## src/rtl/lsu_mem_arbiter_pkg.sv

```systemverilog
// rtl/lsu_mem_arbiter_pkg.sv - shared types for the lsu/MMU data-port arbiter
package lsu_mem_arbiter_pkg;

  // One muxed memory request as presented to the MMU
  typedef struct packed {
    logic [31:0] addr;
    logic        we;
    logic [1:0]  size;
    logic [3:0]  wstrb;
    logic [31:0] wdata;
  } mem_req_t;

  // Outstanding-request tag: owner port and "answer silently" marker
  typedef struct packed {
    logic drop;
    logic id;
  } arb_entry_t;

endpackage

```

## src/rtl/lsu_mem_arbiter_if.sv

```systemverilog
// rtl/lsu_mem_arbiter_if.sv - lsu-side and MMU-side request/response bundle
interface lsu_mem_arbiter_if;
  logic [1:0]       rq_req;
  logic [1:0][31:0] rq_addr;
  logic [1:0]       rq_we;
  logic [1:0][1:0]  rq_size;
  logic [1:0][3:0]  rq_wstrb;
  logic [1:0][31:0] rq_wdata;
  logic [1:0]       rq_addr_ok;
  logic [1:0]       rq_data_ok;
  logic [31:0]      rq_rdata;

  logic             mmu_req;
  logic [31:0]      mmu_addr;
  logic             mmu_we;
  logic [1:0]       mmu_size;
  logic [3:0]       mmu_wstrb;
  logic [31:0]      mmu_wdata;
  logic             mmu_addr_ok;
  logic             mmu_data_ok;
  logic [31:0]      mmu_rdata;

  // Arbiter view: takes lsu requests, drives the MMU
  modport slave (
    input  rq_req, rq_addr, rq_we, rq_size, rq_wstrb, rq_wdata,
    output rq_addr_ok, rq_data_ok, rq_rdata,
    output mmu_req, mmu_addr, mmu_we, mmu_size, mmu_wstrb, mmu_wdata,
    input  mmu_addr_ok, mmu_data_ok, mmu_rdata
  );

  // Environment view: lsu lanes plus MMU model
  modport master (
    output rq_req, rq_addr, rq_we, rq_size, rq_wstrb, rq_wdata,
    input  rq_addr_ok, rq_data_ok, rq_rdata,
    input  mmu_req, mmu_addr, mmu_we, mmu_size, mmu_wstrb, mmu_wdata,
    output mmu_addr_ok, mmu_data_ok, mmu_rdata
  );
endinterface

```

## src/rtl/lsu_mem_arbiter_id_fifo.sv

```systemverilog
// rtl/lsu_mem_arbiter_id_fifo.sv - in-order owner-ID FIFO with flush-marking
module lsu_mem_arbiter_id_fifo
  import lsu_mem_arbiter_pkg::*;
#(
  parameter int unsigned DEPTH = 4
) (
  input  logic       i_clk,
  input  logic       i_reset,
  input  logic       i_push,
  input  logic       i_push_id,
  input  logic       i_pop,
  input  logic       i_flush,
  output logic       o_full,
  output logic       o_empty,
  output arb_entry_t o_head
);

  localparam int unsigned AW = (DEPTH > 1) ? $clog2(DEPTH) : 1;
  localparam logic [AW:0] C_DEPTH = (AW + 1)'(DEPTH);

  arb_entry_t  r_mem [DEPTH];
  logic [AW-1:0] r_wr;
  logic [AW-1:0] r_rd;
  logic [AW:0]   r_cnt;
  logic          w_push;
  logic          w_pop;

  assign o_full  = (r_cnt == C_DEPTH);
  assign o_empty = (r_cnt == '0);
  assign o_head  = r_mem[r_rd];
  // Full blocks pushes even when a pop lands in the same cycle
  assign w_push  = i_push && !o_full;
  assign w_pop   = i_pop && !o_empty;

  // Entry storage: flush marks every slot dropped; a same-cycle push is born dropped
  always_ff @(posedge i_clk or negedge i_reset) begin
    if (!i_reset) begin
      for (int i = 0; i < DEPTH; i++) r_mem[i] <= '0;
    end else begin
      if (i_flush) begin
        for (int i = 0; i < DEPTH; i++) r_mem[i].drop <= 1'b1;
      end
      if (w_push) r_mem[r_wr] <= '{drop: i_flush, id: i_push_id};
    end
  end

  // Pointers wrap naturally (power-of-two depth); count tracks occupancy
  always_ff @(posedge i_clk or negedge i_reset) begin
    if (!i_reset) begin
      r_wr  <= '0;
      r_rd  <= '0;
      r_cnt <= '0;
    end else begin
      if (w_push) r_wr <= r_wr + 1'b1;
      if (w_pop)  r_rd <= r_rd + 1'b1;
      case ({w_push, w_pop})
        2'b10:   r_cnt <= r_cnt + 1'b1;
        2'b01:   r_cnt <= r_cnt - 1'b1;
        default: r_cnt <= r_cnt;
      endcase
    end
  end

endmodule

```

## src/rtl/lsu_mem_arbiter.sv

```systemverilog
// rtl/lsu_mem_arbiter.sv - two-lane lsu arbiter onto a single MMU data port
module lsu_mem_arbiter
  import lsu_mem_arbiter_pkg::*;
#(
  parameter int unsigned MAX_OUTSTANDING = 4
) (
  input  logic               i_clk,
  input  logic               i_reset,
  input  logic               i_flush,
  lsu_mem_arbiter_if.slave   io_bus
);

  logic       r_lock;
  logic       r_lock_id;
  logic       w_gnt;
  logic       w_mmu_req;
  logic       w_push;
  logic       w_pop;
  logic       w_stall;
  logic       w_full;
  logic       w_empty;
  arb_entry_t w_head;
  mem_req_t   w_sel;

  // Grant: a stalled request keeps the port; otherwise the older lane wins
  always_comb begin
    w_gnt = r_lock ? r_lock_id : !io_bus.rq_req[0];
  end

  // Request mux onto the MMU, zero-cycle
  always_comb begin
    w_sel.addr  = io_bus.rq_addr[w_gnt];
    w_sel.we    = io_bus.rq_we[w_gnt];
    w_sel.size  = io_bus.rq_size[w_gnt];
    w_sel.wstrb = io_bus.rq_wstrb[w_gnt];
    w_sel.wdata = io_bus.rq_wdata[w_gnt];
  end

  assign w_mmu_req = i_reset && io_bus.rq_req[w_gnt] && !w_full;
  assign w_push    = w_mmu_req && io_bus.mmu_addr_ok;
  assign w_stall   = w_mmu_req && !io_bus.mmu_addr_ok && !i_flush;
  assign w_pop     = i_reset && io_bus.mmu_data_ok && !w_empty;

  assign io_bus.mmu_req   = w_mmu_req;
  assign io_bus.mmu_addr  = w_sel.addr;
  assign io_bus.mmu_we    = w_sel.we;
  assign io_bus.mmu_size  = w_sel.size;
  assign io_bus.mmu_wstrb = w_sel.wstrb;
  assign io_bus.mmu_wdata = w_sel.wdata;
  assign io_bus.rq_rdata  = io_bus.mmu_rdata;

  // Accept goes only to the granted port
  always_comb begin
    io_bus.rq_addr_ok = 2'b00;
    if (w_push) io_bus.rq_addr_ok[w_gnt] = 1'b1;
  end

  // Response demux by FIFO head; flushed entries are swallowed
  always_comb begin
    io_bus.rq_data_ok = 2'b00;
    if (w_pop && !w_head.drop) io_bus.rq_data_ok[w_head.id] = 1'b1;
  end

  // Hold the grant while the MMU has not yet taken the request
  always_ff @(posedge i_clk or negedge i_reset) begin
    if (!i_reset) begin
      r_lock    <= 1'b0;
      r_lock_id <= 1'b0;
    end else begin
      r_lock <= w_stall;
      if (w_stall) r_lock_id <= w_gnt;
    end
  end

  lsu_mem_arbiter_id_fifo #(
    .DEPTH (MAX_OUTSTANDING)
  ) u_id_fifo (
    .i_clk     (i_clk),
    .i_reset   (i_reset),
    .i_push    (w_push),
    .i_push_id (w_gnt),
    .i_pop     (w_pop),
    .i_flush   (i_flush),
    .o_full    (w_full),
    .o_empty   (w_empty),
    .o_head    (w_head)
  );

  // A response with nothing outstanding means the MMU broke ordering
  a_no_orphan_data_ok: assert property (
    @(posedge i_clk) disable iff (!i_reset) !(io_bus.mmu_data_ok && w_empty)
  );

endmodule
```

## src/flat_wrapper.sv

```systemverilog
// flat-port wrapper written by rule: the top's interface ports become plain ports
module lsu_mem_arbiter_flat import lsu_mem_arbiter_pkg::*;
#(
  parameter int unsigned MAX_OUTSTANDING = 4
)
  (i_clk, i_reset, i_flush, io_bus_rq_req, io_bus_rq_addr, io_bus_rq_we, io_bus_rq_size, io_bus_rq_wstrb, io_bus_rq_wdata, io_bus_rq_addr_ok, io_bus_rq_data_ok, io_bus_rq_rdata, io_bus_mmu_req, io_bus_mmu_addr, io_bus_mmu_we, io_bus_mmu_size, io_bus_mmu_wstrb, io_bus_mmu_wdata, io_bus_mmu_addr_ok, io_bus_mmu_data_ok, io_bus_mmu_rdata);
  lsu_mem_arbiter_if io_bus_i ();
  input  logic i_clk;
  input  logic i_reset;
  input  logic i_flush;
  input wire logic [$bits(io_bus_i.rq_req)-1:0] io_bus_rq_req;
  input wire logic [$bits(io_bus_i.rq_addr)-1:0] io_bus_rq_addr;
  input wire logic [$bits(io_bus_i.rq_we)-1:0] io_bus_rq_we;
  input wire logic [$bits(io_bus_i.rq_size)-1:0] io_bus_rq_size;
  input wire logic [$bits(io_bus_i.rq_wstrb)-1:0] io_bus_rq_wstrb;
  input wire logic [$bits(io_bus_i.rq_wdata)-1:0] io_bus_rq_wdata;
  output wire logic [$bits(io_bus_i.rq_addr_ok)-1:0] io_bus_rq_addr_ok;
  output wire logic [$bits(io_bus_i.rq_data_ok)-1:0] io_bus_rq_data_ok;
  output wire logic [$bits(io_bus_i.rq_rdata)-1:0] io_bus_rq_rdata;
  output wire logic [$bits(io_bus_i.mmu_req)-1:0] io_bus_mmu_req;
  output wire logic [$bits(io_bus_i.mmu_addr)-1:0] io_bus_mmu_addr;
  output wire logic [$bits(io_bus_i.mmu_we)-1:0] io_bus_mmu_we;
  output wire logic [$bits(io_bus_i.mmu_size)-1:0] io_bus_mmu_size;
  output wire logic [$bits(io_bus_i.mmu_wstrb)-1:0] io_bus_mmu_wstrb;
  output wire logic [$bits(io_bus_i.mmu_wdata)-1:0] io_bus_mmu_wdata;
  input wire logic [$bits(io_bus_i.mmu_addr_ok)-1:0] io_bus_mmu_addr_ok;
  input wire logic [$bits(io_bus_i.mmu_data_ok)-1:0] io_bus_mmu_data_ok;
  input wire logic [$bits(io_bus_i.mmu_rdata)-1:0] io_bus_mmu_rdata;
  assign io_bus_i.rq_req = io_bus_rq_req;
  assign io_bus_i.rq_addr = io_bus_rq_addr;
  assign io_bus_i.rq_we = io_bus_rq_we;
  assign io_bus_i.rq_size = io_bus_rq_size;
  assign io_bus_i.rq_wstrb = io_bus_rq_wstrb;
  assign io_bus_i.rq_wdata = io_bus_rq_wdata;
  assign io_bus_rq_addr_ok = io_bus_i.rq_addr_ok;
  assign io_bus_rq_data_ok = io_bus_i.rq_data_ok;
  assign io_bus_rq_rdata = io_bus_i.rq_rdata;
  assign io_bus_mmu_req = io_bus_i.mmu_req;
  assign io_bus_mmu_addr = io_bus_i.mmu_addr;
  assign io_bus_mmu_we = io_bus_i.mmu_we;
  assign io_bus_mmu_size = io_bus_i.mmu_size;
  assign io_bus_mmu_wstrb = io_bus_i.mmu_wstrb;
  assign io_bus_mmu_wdata = io_bus_i.mmu_wdata;
  assign io_bus_i.mmu_addr_ok = io_bus_mmu_addr_ok;
  assign io_bus_i.mmu_data_ok = io_bus_mmu_data_ok;
  assign io_bus_i.mmu_rdata = io_bus_mmu_rdata;
  lsu_mem_arbiter #(.MAX_OUTSTANDING(MAX_OUTSTANDING)) u_core (.i_clk(i_clk), .i_reset(i_reset), .i_flush(i_flush), .io_bus(io_bus_i));
endmodule
```

## config.mk

```make
export PLATFORM = sky130hd
export DESIGN_NAME = lsu_mem_arbiter_flat
export DESIGN_NICKNAME = d
export VERILOG_FILES = /design/src/rtl/lsu_mem_arbiter_pkg.sv /design/src/rtl/lsu_mem_arbiter_if.sv /design/src/rtl/lsu_mem_arbiter_id_fifo.sv /design/src/rtl/lsu_mem_arbiter.sv /design/src/flat_wrapper.sv
export SDC_FILE = /design/constraint.sdc
export NUM_CORES = 1
export LEC_CHECK = 0
export ABC_AREA = 0
export CORE_AREA = 2 2 113 115
export DETAILED_ROUTE_END_ITERATION = 6
export DIE_AREA = 0 0 115 117
export PLACE_DENSITY_LB_ADDON = 0.08
export SLEW_MARGIN = 5
export SYNTH_ARGS = -nofsm -noshare
export SYNTH_HDL_FRONTEND = slang
export SYNTH_SLANG_ARGS = --single-unit
```

## constraint.sdc

```tcl
create_clock -name i_clk -period 2 [get_ports i_clk]
set_clock_uncertainty 0.1 [all_clocks]
set_input_delay 0.4 -clock i_clk [delete_from_list [all_inputs] [get_ports i_clk]]
set_output_delay 0.4 -clock i_clk [all_outputs]
set_load 0.05 [all_outputs]
```

==> results.yml, run 1 <==
setup_path:
  critical_path_arrival_ps: 1690
  required_ps: 1500
  ff2ff_path_depth: 9
  startpoint_type: "flip-flop"
  criticalPathCategory: "reg -> out"
  end_kind: "output pin"
  rrSetupSlack_ps: -110
  r2r-start: "u_core.u_id_fifo.r_cnt[0]"
  critPathMaxFanout: 5
  r2r_end: "u_core.u_id_fifo.r_cnt[2]"
global_route:
  overflow: 0
  grt_pass1_vias: 2838
  grtUsageMet2_pct: 28.2
  grt_max_degree: 25
  use_met3_pct: 2.99
  grtUsageMet1_pct: 17.0
  grt_pass1_wl_mm: 15.4
  grt.busiest_layer: "met2"
  antenna_found_initial: 0
  grt_util_all_layers_pct: 14.8
power_and_ir_drop:
  p_seq_share_pct: 14.3
  pwr_density_cell_mw_per_mm2: 659
  p_leak_nw: 2.87
  finalPower_w: 0.00411
  ir_drop_uv: 613
  switching_power_w: 0.00174
  power_frac_comb_pct: 75.8
  p_clk_share_pct: 9.8
  sw_frac_of_total_pct: 42.4
  internal_power_w: 0.00237
clocking:
  cts_hold_buffers: 0
  path_clk_slew_ps: 50
  cts_max_path_buffers: 2
  cts_root_buf: "clkbuf_16"
  cts_tree: "done"
  insertion_delay_ps: 250
  clock-sinks: 17
  htreeDepth: 1
  cts_buffers: 3
synthesis:
  synth_cells: 329
  yosysWarnings: 0
  synth_flop_cell: "dfrtp_1"
  async_reset_ff_share_pct: 100
  synth_area_leader_cell: "nand2_1"
  ys_seq_area_share_pct: 21.6
  ys_ff_latch: 17
  yosysTopAreaCellShare_pct: 41.2
  synth_area_leaders: "nand2_1 (41%), dfrtp_1 (22%), buf_4 (12%)"
  synth_area_per_cell_um2: 5.99
  synth_edf_count: 0
  synth_cell_types: 26
  syn-num-nets: 516
  netlist_area_mm2: 0.00197
sta:
  whs_ps: 250
  clock.fmax_mhz: 457
  tightest_slew_ps: 290
  min_period_ps: 2190
  final-max-slew-violation-count: 0
  maxSlewHeadroom_pct: 80.6
  setup_slack_ps: -189
  rsz0062_at_grt: "yes"
  finalHoldViolCount: 0
  setup_violations: 76
  timing.final.crit_share_pct: 109
place:
  portBuffers: 224
  dp_cells: 678
  dp_hpwl_mm: 8.26
  place_ws_ps: -555
  gp_congestion: 0.731
detailed_routing:
  num_vias: 2963
  drt-total-wl_mm: 11.9
  drt-initial-drc-count: 57
  via_per_inst: 4.21
  drc_errors: 0
  wl_per_cell_um: 16.9
  postRouteAntennaNets: 0
  firstDrtPassIters: 4
cells_and_area:
  layout_common_cells: "clkdlybuf4s50_1 (146), nand2_1 (90), buf_12 (82)"
  num_antenna_cells: 0
  layout.cells.non_filler: 703
  area_growth_pct: 217
  drive_gt1_share_pct: 49.2
  layout_commonest_cell: "clkdlybuf4s50_1"
  fin_nets: 741
floorplanning:
  rows: 41
  coreArea_mm2: 0.0123
  die_area_mm2: 0.0135
  initial_utilization_pct: 16.0
  die_h_um: 117
  die_x_um: 115
  ioPinCount: 289
job:
  max-cap-violations: 0
worst_hold_path:
  hold_class: "in -> async"
status:
  failed_checks: "negative setup slack"
  status: "complete, but fails checks"
==> layer usage <==
metal	share of wire [%]	up-vias
met3	6.7	20
li1	-	1431
met4	1.5	0
met1	38	1389
met2	54	123
met5	0	-
==> cell families after synthesis <==
family | after synthesis | share of synthesized area, %
AOI/OAI and AO/OA | 9 | 3.62
xor gates and xnor gates | 6 | 2.67
adders and majority gates | 6 | 4.19
buffers and inverters | 54 | 16.6
DFF | 17 | 21.6
muxes | 9 | 6.42
and+or+nand+nor | 228 | 44.9
==> worst max-delay path, cell delays in order (launching register included) <==
cell and delay [ps]:
dfrtp_1 390, buf_6 140, nand2_4 60, buf_6 90, o21ai_4 50, buf_12 140
buf_12 140, buf_16 150, nand2_4 60, nand2_4 50, buf_12 140
==> worst max path at each step <==
stage	start	endpoint	slack, ps
global route	u_core.r_lock	io_bus_mmu_wdata[29]	-270
CTS	u_core.r_lock	io_bus_mmu_wdata[15]	-180
finish	u_core.r_lock	io_bus_mmu_wdata[15]	-190
detailed placement	io_bus_rq_req[0]	u_core.u_id_fifo.r_cnt[2]	-560
global placement	io_bus_rq_req[0]	u_core.u_id_fifo.r_cnt[2]	-530
floorplan	io_bus_rq_req[0]	u_core.u_id_fifo.r_cnt[2]	-260
==> stage by stage <==
stage / instance area, µm² / util, % / TNS, ps
finish: 6240 / 50.7 / -11560
global route: 6240 / 50.7 / -17190
CTS: 5740 / 46.6 / -11040
detailed placement: 5190 / 42.2 / -25680
global placement: 5190 / 42.2 / -24540
floorplan: 2080 / - / -973
==> power groups by stage <==
stage	registers, W	logic [W]	clock network (W)
6_report	0.000589	0.00312	0.000405
5_1_grt	0.000610	0.00331	0.000429
4_1_cts	0.000589	0.00292	0.000413
3_5_place_dp	0.000587	0.00264	0
3_3_place_gp	0.000584	0.00263	0
2_1_floorplan	0.000572	0.00143	0
==> cells in the mapped netlist (all sizes together) (2+ instances only) <==
cell type,number
a21o,4
buf,35
clkbuf,13
dfrtp,17
ha,5
inv,6
mux2,6
mux4,2
nand2,216
nand3,4
nor2,3
nor3b,2
or3b,2
xnor2,4
xor2,2
==> timing repair <==
item / 4_1_cts / 5_1_grt
resized for setup: 77 / 98
pin swaps: 32 / 39
cloned: 6 / 6
setup endpoints to repair: 80 / 81
buffers inserted: 7 / 2
==> area by class of cell <==
cell class              instances  area [µm²]
fillers                      1148        6070
flip-flops and latches         17         427
clock buffers                   3        75.1
repair buffers                268        3640
inverters                       6        22.5
clock inverters                 1        5.00
well taps                     150         188
multi-input cells             258        1880
No activity file was read; power rests on OpenSTA's default activity.
==> run 2: changes to the inputs <==
--- a/config.mk
+++ b/config.mk
@@ -7,6 +7,7 @@
 export LEC_CHECK = 0
 export ABC_AREA = 0
 export CORE_AREA = 2 2 113 115
+export CTS_BUF_LIST = sky130_fd_sc_hd__clkbuf_4
 export DETAILED_ROUTE_END_ITERATION = 6
 export DIE_AREA = 0 0 115 117
 export PLACE_DENSITY_LB_ADDON = 0.08
==> constraint.sdc (replaced) <==
create_clock -name i_clk -period 2 [get_ports i_clk]
set_clock_uncertainty 0.1 [all_clocks]
set_input_delay 0.4 -clock i_clk [delete_from_list [all_inputs] [get_ports i_clk]]
set_output_delay 0.4 -clock i_clk [all_outputs]
set_load 0.02 [all_outputs]
==> run 2 against run 1 <==
  * The run still ends with negative setup slack left
  * Critical path depth fell by 3
  * Die area is the same
  * Sequential power increased by 0.7%
  * Setup slack improved by 8.1 ps
  * Non-clock buffer count unchanged
  * Largest power group unchanged
  * Critical path type is now in -> out
  * First-iteration DRC count rose by 12%
  * Total power shrank 35%
  * Global-route usage shrank 1.4 points
  * Critical endpoint is now io_bus_rq_addr_ok[1]
  * Wire length is 13% lower
  * Sequential share of layout area rose by 2.5 points
==> results.yml, run 2 (same netlist as run 1, synthesis figures left out) <==
cells_and_area:
  area_growth_pct: 132
  fill_cells: 1359
  num_antenna_cells: 0
  finalInstanceArea_mm2: 0.00456
  fin_nets: 741
  seqCellArea_um2: 428
  layout_common_cells: "nand2_1 (213), clkdlybuf4s50_1 (147), buf_4 (85)"
  layout_commonest_cell: "nand2_1"
  drive_gt1_share_pct: 26.9
  multi_input_area_mm2: 0.00129
  final_core_util_pct: 37.1
  layout.cells.non_filler: 703
clocking:
  cts_max_path_buffers: 2
  cts_root_buf: "clkbuf_4"
  cts_buffers: 3
  path_clk_slew_ps: 100
  cts_tree: "done"
  clock-sinks: 17
  insertion_delay_ps: 280
  cts_hold_buffers: 0
  htreeDepth: 1
detailed_routing:
  firstDrtPassIters: 4
  drt-total-wl_mm: 10.3
  num_vias: 2722
  drt-initial-drc-count: 64
  wl_per_cell_um: 14.7
  postRouteAntennaNets: 0
  drc_errors: 0
  via_per_inst: 3.87
power_and_ir_drop:
  internal_power_w: 0.00164
  ir_drop_uv: 419
  p_leak_nw: 2.28
  power_frac_comb_pct: 70.6
  pwr_density_cell_mw_per_mm2: 587
  switching_power_w: 0.00104
  sw_frac_of_total_pct: 38.7
  p_clk_share_pct: 7.2
  p_seq_share_pct: 22.2
status:
  failed_checks: "negative setup slack"
  status: "complete, but fails checks"
sta:
  setup_slack_ps: -181
  tightest_slew_ps: 335
  maxSlewHeadroom_pct: 77.6
  final-max-slew-violation-count: 0
  setup_violations: 78
  min_period_ps: 2180
  timing.final.crit_share_pct: 109
  clock.fmax_mhz: 459
  finalHoldViolCount: 0
  rsz0062_at_grt: "yes"
global_route:
  grt_util_all_layers_pct: 13.4
  grt_max_degree: 27
  grt_pass1_wl_mm: 13.9
  overflow: 0
  grt_pass1_vias: 2544
  antenna_found_initial: 0
floorplanning:
  rows: 41
  die_h_um: 117
  coreArea_mm2: 0.0123
  initial_utilization_pct: 16.0
  die_x_um: 115
  die_area_mm2: 0.0135
  ioPinCount: 289
setup_path:
  critical_path_arrival_ps: 1680
  path_cells: "clkdlybuf4s50_1 > buf_6 > o2111a_2 > nand2_4 > buf_4 > nor2_1 > buf_4"
  end_kind: "output pin"
  slowest_delay_ps: 470
  critPathMaxFanout: 5
  required_ps: 1500
  startpoint_type: "input port"
  criticalPathCategory: "in -> out"
  crit_top_cell: "buf_4"
  slowest_stage: "clkdlybuf4s50_1"
place:
  dp_hpwl_mm: 8.13
  post_dp_cell_area_mm2: 0.00435
  gp_congestion: 0.771
  portBuffers: 224
  dp_cells: 678
  place_ws_ps: -722
job:
  max-cap-violations: 0
worst_hold_path:
  hold_class: "reg -> reg"
[run 2: changes by cell type in the layout (fill, tap and decap cells not counted), sizes merged]
cell / before / now
buf: 115 / 117
clkbuf: 8 / 7
clkdlybuf4s50: 146 / 147
clkinv: 1 / 0
dlygate4sd2: 2 / 1
[run 2: what timing repair did]
action                                  in CTS  in global routing
pin swaps                                    9                  5
endpoints found under the setup margin      83                 78
gates resized for setup                    388                 21
gates cloned                                 2                  4
buffers inserted                             9                  6
[run 2: metal layers]
metal	up-vias	track usage (%)	wire [µm]
li1	1427	-	-
met1	1189	14.7	3790
met2	90	26.6	5750
met3	16	2.01	610
met4	0	3.53	190
met5	-	0	0
[run 2: final timing paths]
kind / start / endpoint / slack (ps) / depth (start not counted)
worst max-delay path: i_reset / io_bus_rq_addr_ok[1] / -180 / 7
worst min-delay path: u_core.u_id_fifo.r_mem[1] / u_core.u_id_fifo.r_mem[1] / 390 / 1
worst max register to register: u_core.r_lock / u_core.u_id_fifo.r_cnt[2] / -160 / 9
worst min register to register: u_core.u_id_fifo.r_mem[1] / u_core.u_id_fifo.r_mem[1] / 390 / 1
max in group asynchronous: i_reset / u_core.u_id_fifo.r_rd[0] / 1200 / 3
min in group asynchronous: i_reset / asynchronous set/reset pin / 400 / 3
[run 2: through the flow]
step	hold slack [ps]	power, W	setup TNS, ps
CTS	268	0.00263	-5560
floorplan	4.41	0.00148	-221
detailed placement	368	0.00234	-54130
finish	392	0.00268	-8590
global route	384	0.00290	-17130
global placement	355	0.00232	-54050
[run 2: area by class of cell]
cell class | instances | share of cell area [%]
clock buffers | 4 | 0.658
inverters | 6 | 0.493
multi-input cells | 258 | 28.3
flip-flops and latches | 17 | 9.37
well taps | 150 | 4.11
repair buffers | 268 | 57.1
[run 2: worst max-delay path: cells and delay by family]
| family | cells | cell delay [ps] |
|---|---|---|
| buf+inv | 4 | 890 |
| compound gates | 1 | 230 |
| simple gates | 2 | 160 |
[run 2: power by group through the flow]
stage | Combinational (W) | Clock (W) | Sequential [W]
global route | 0.00206 | 0.000220 | 0.000618
detailed placement | 0.00174 | 0 | 0.000597
CTS | 0.00184 | 0.000205 | 0.000586
global placement | 0.00173 | 0 | 0.000591
finish | 0.00189 | 0.000194 | 0.000593
floorplan | 0.000906 | 0 | 0.000572
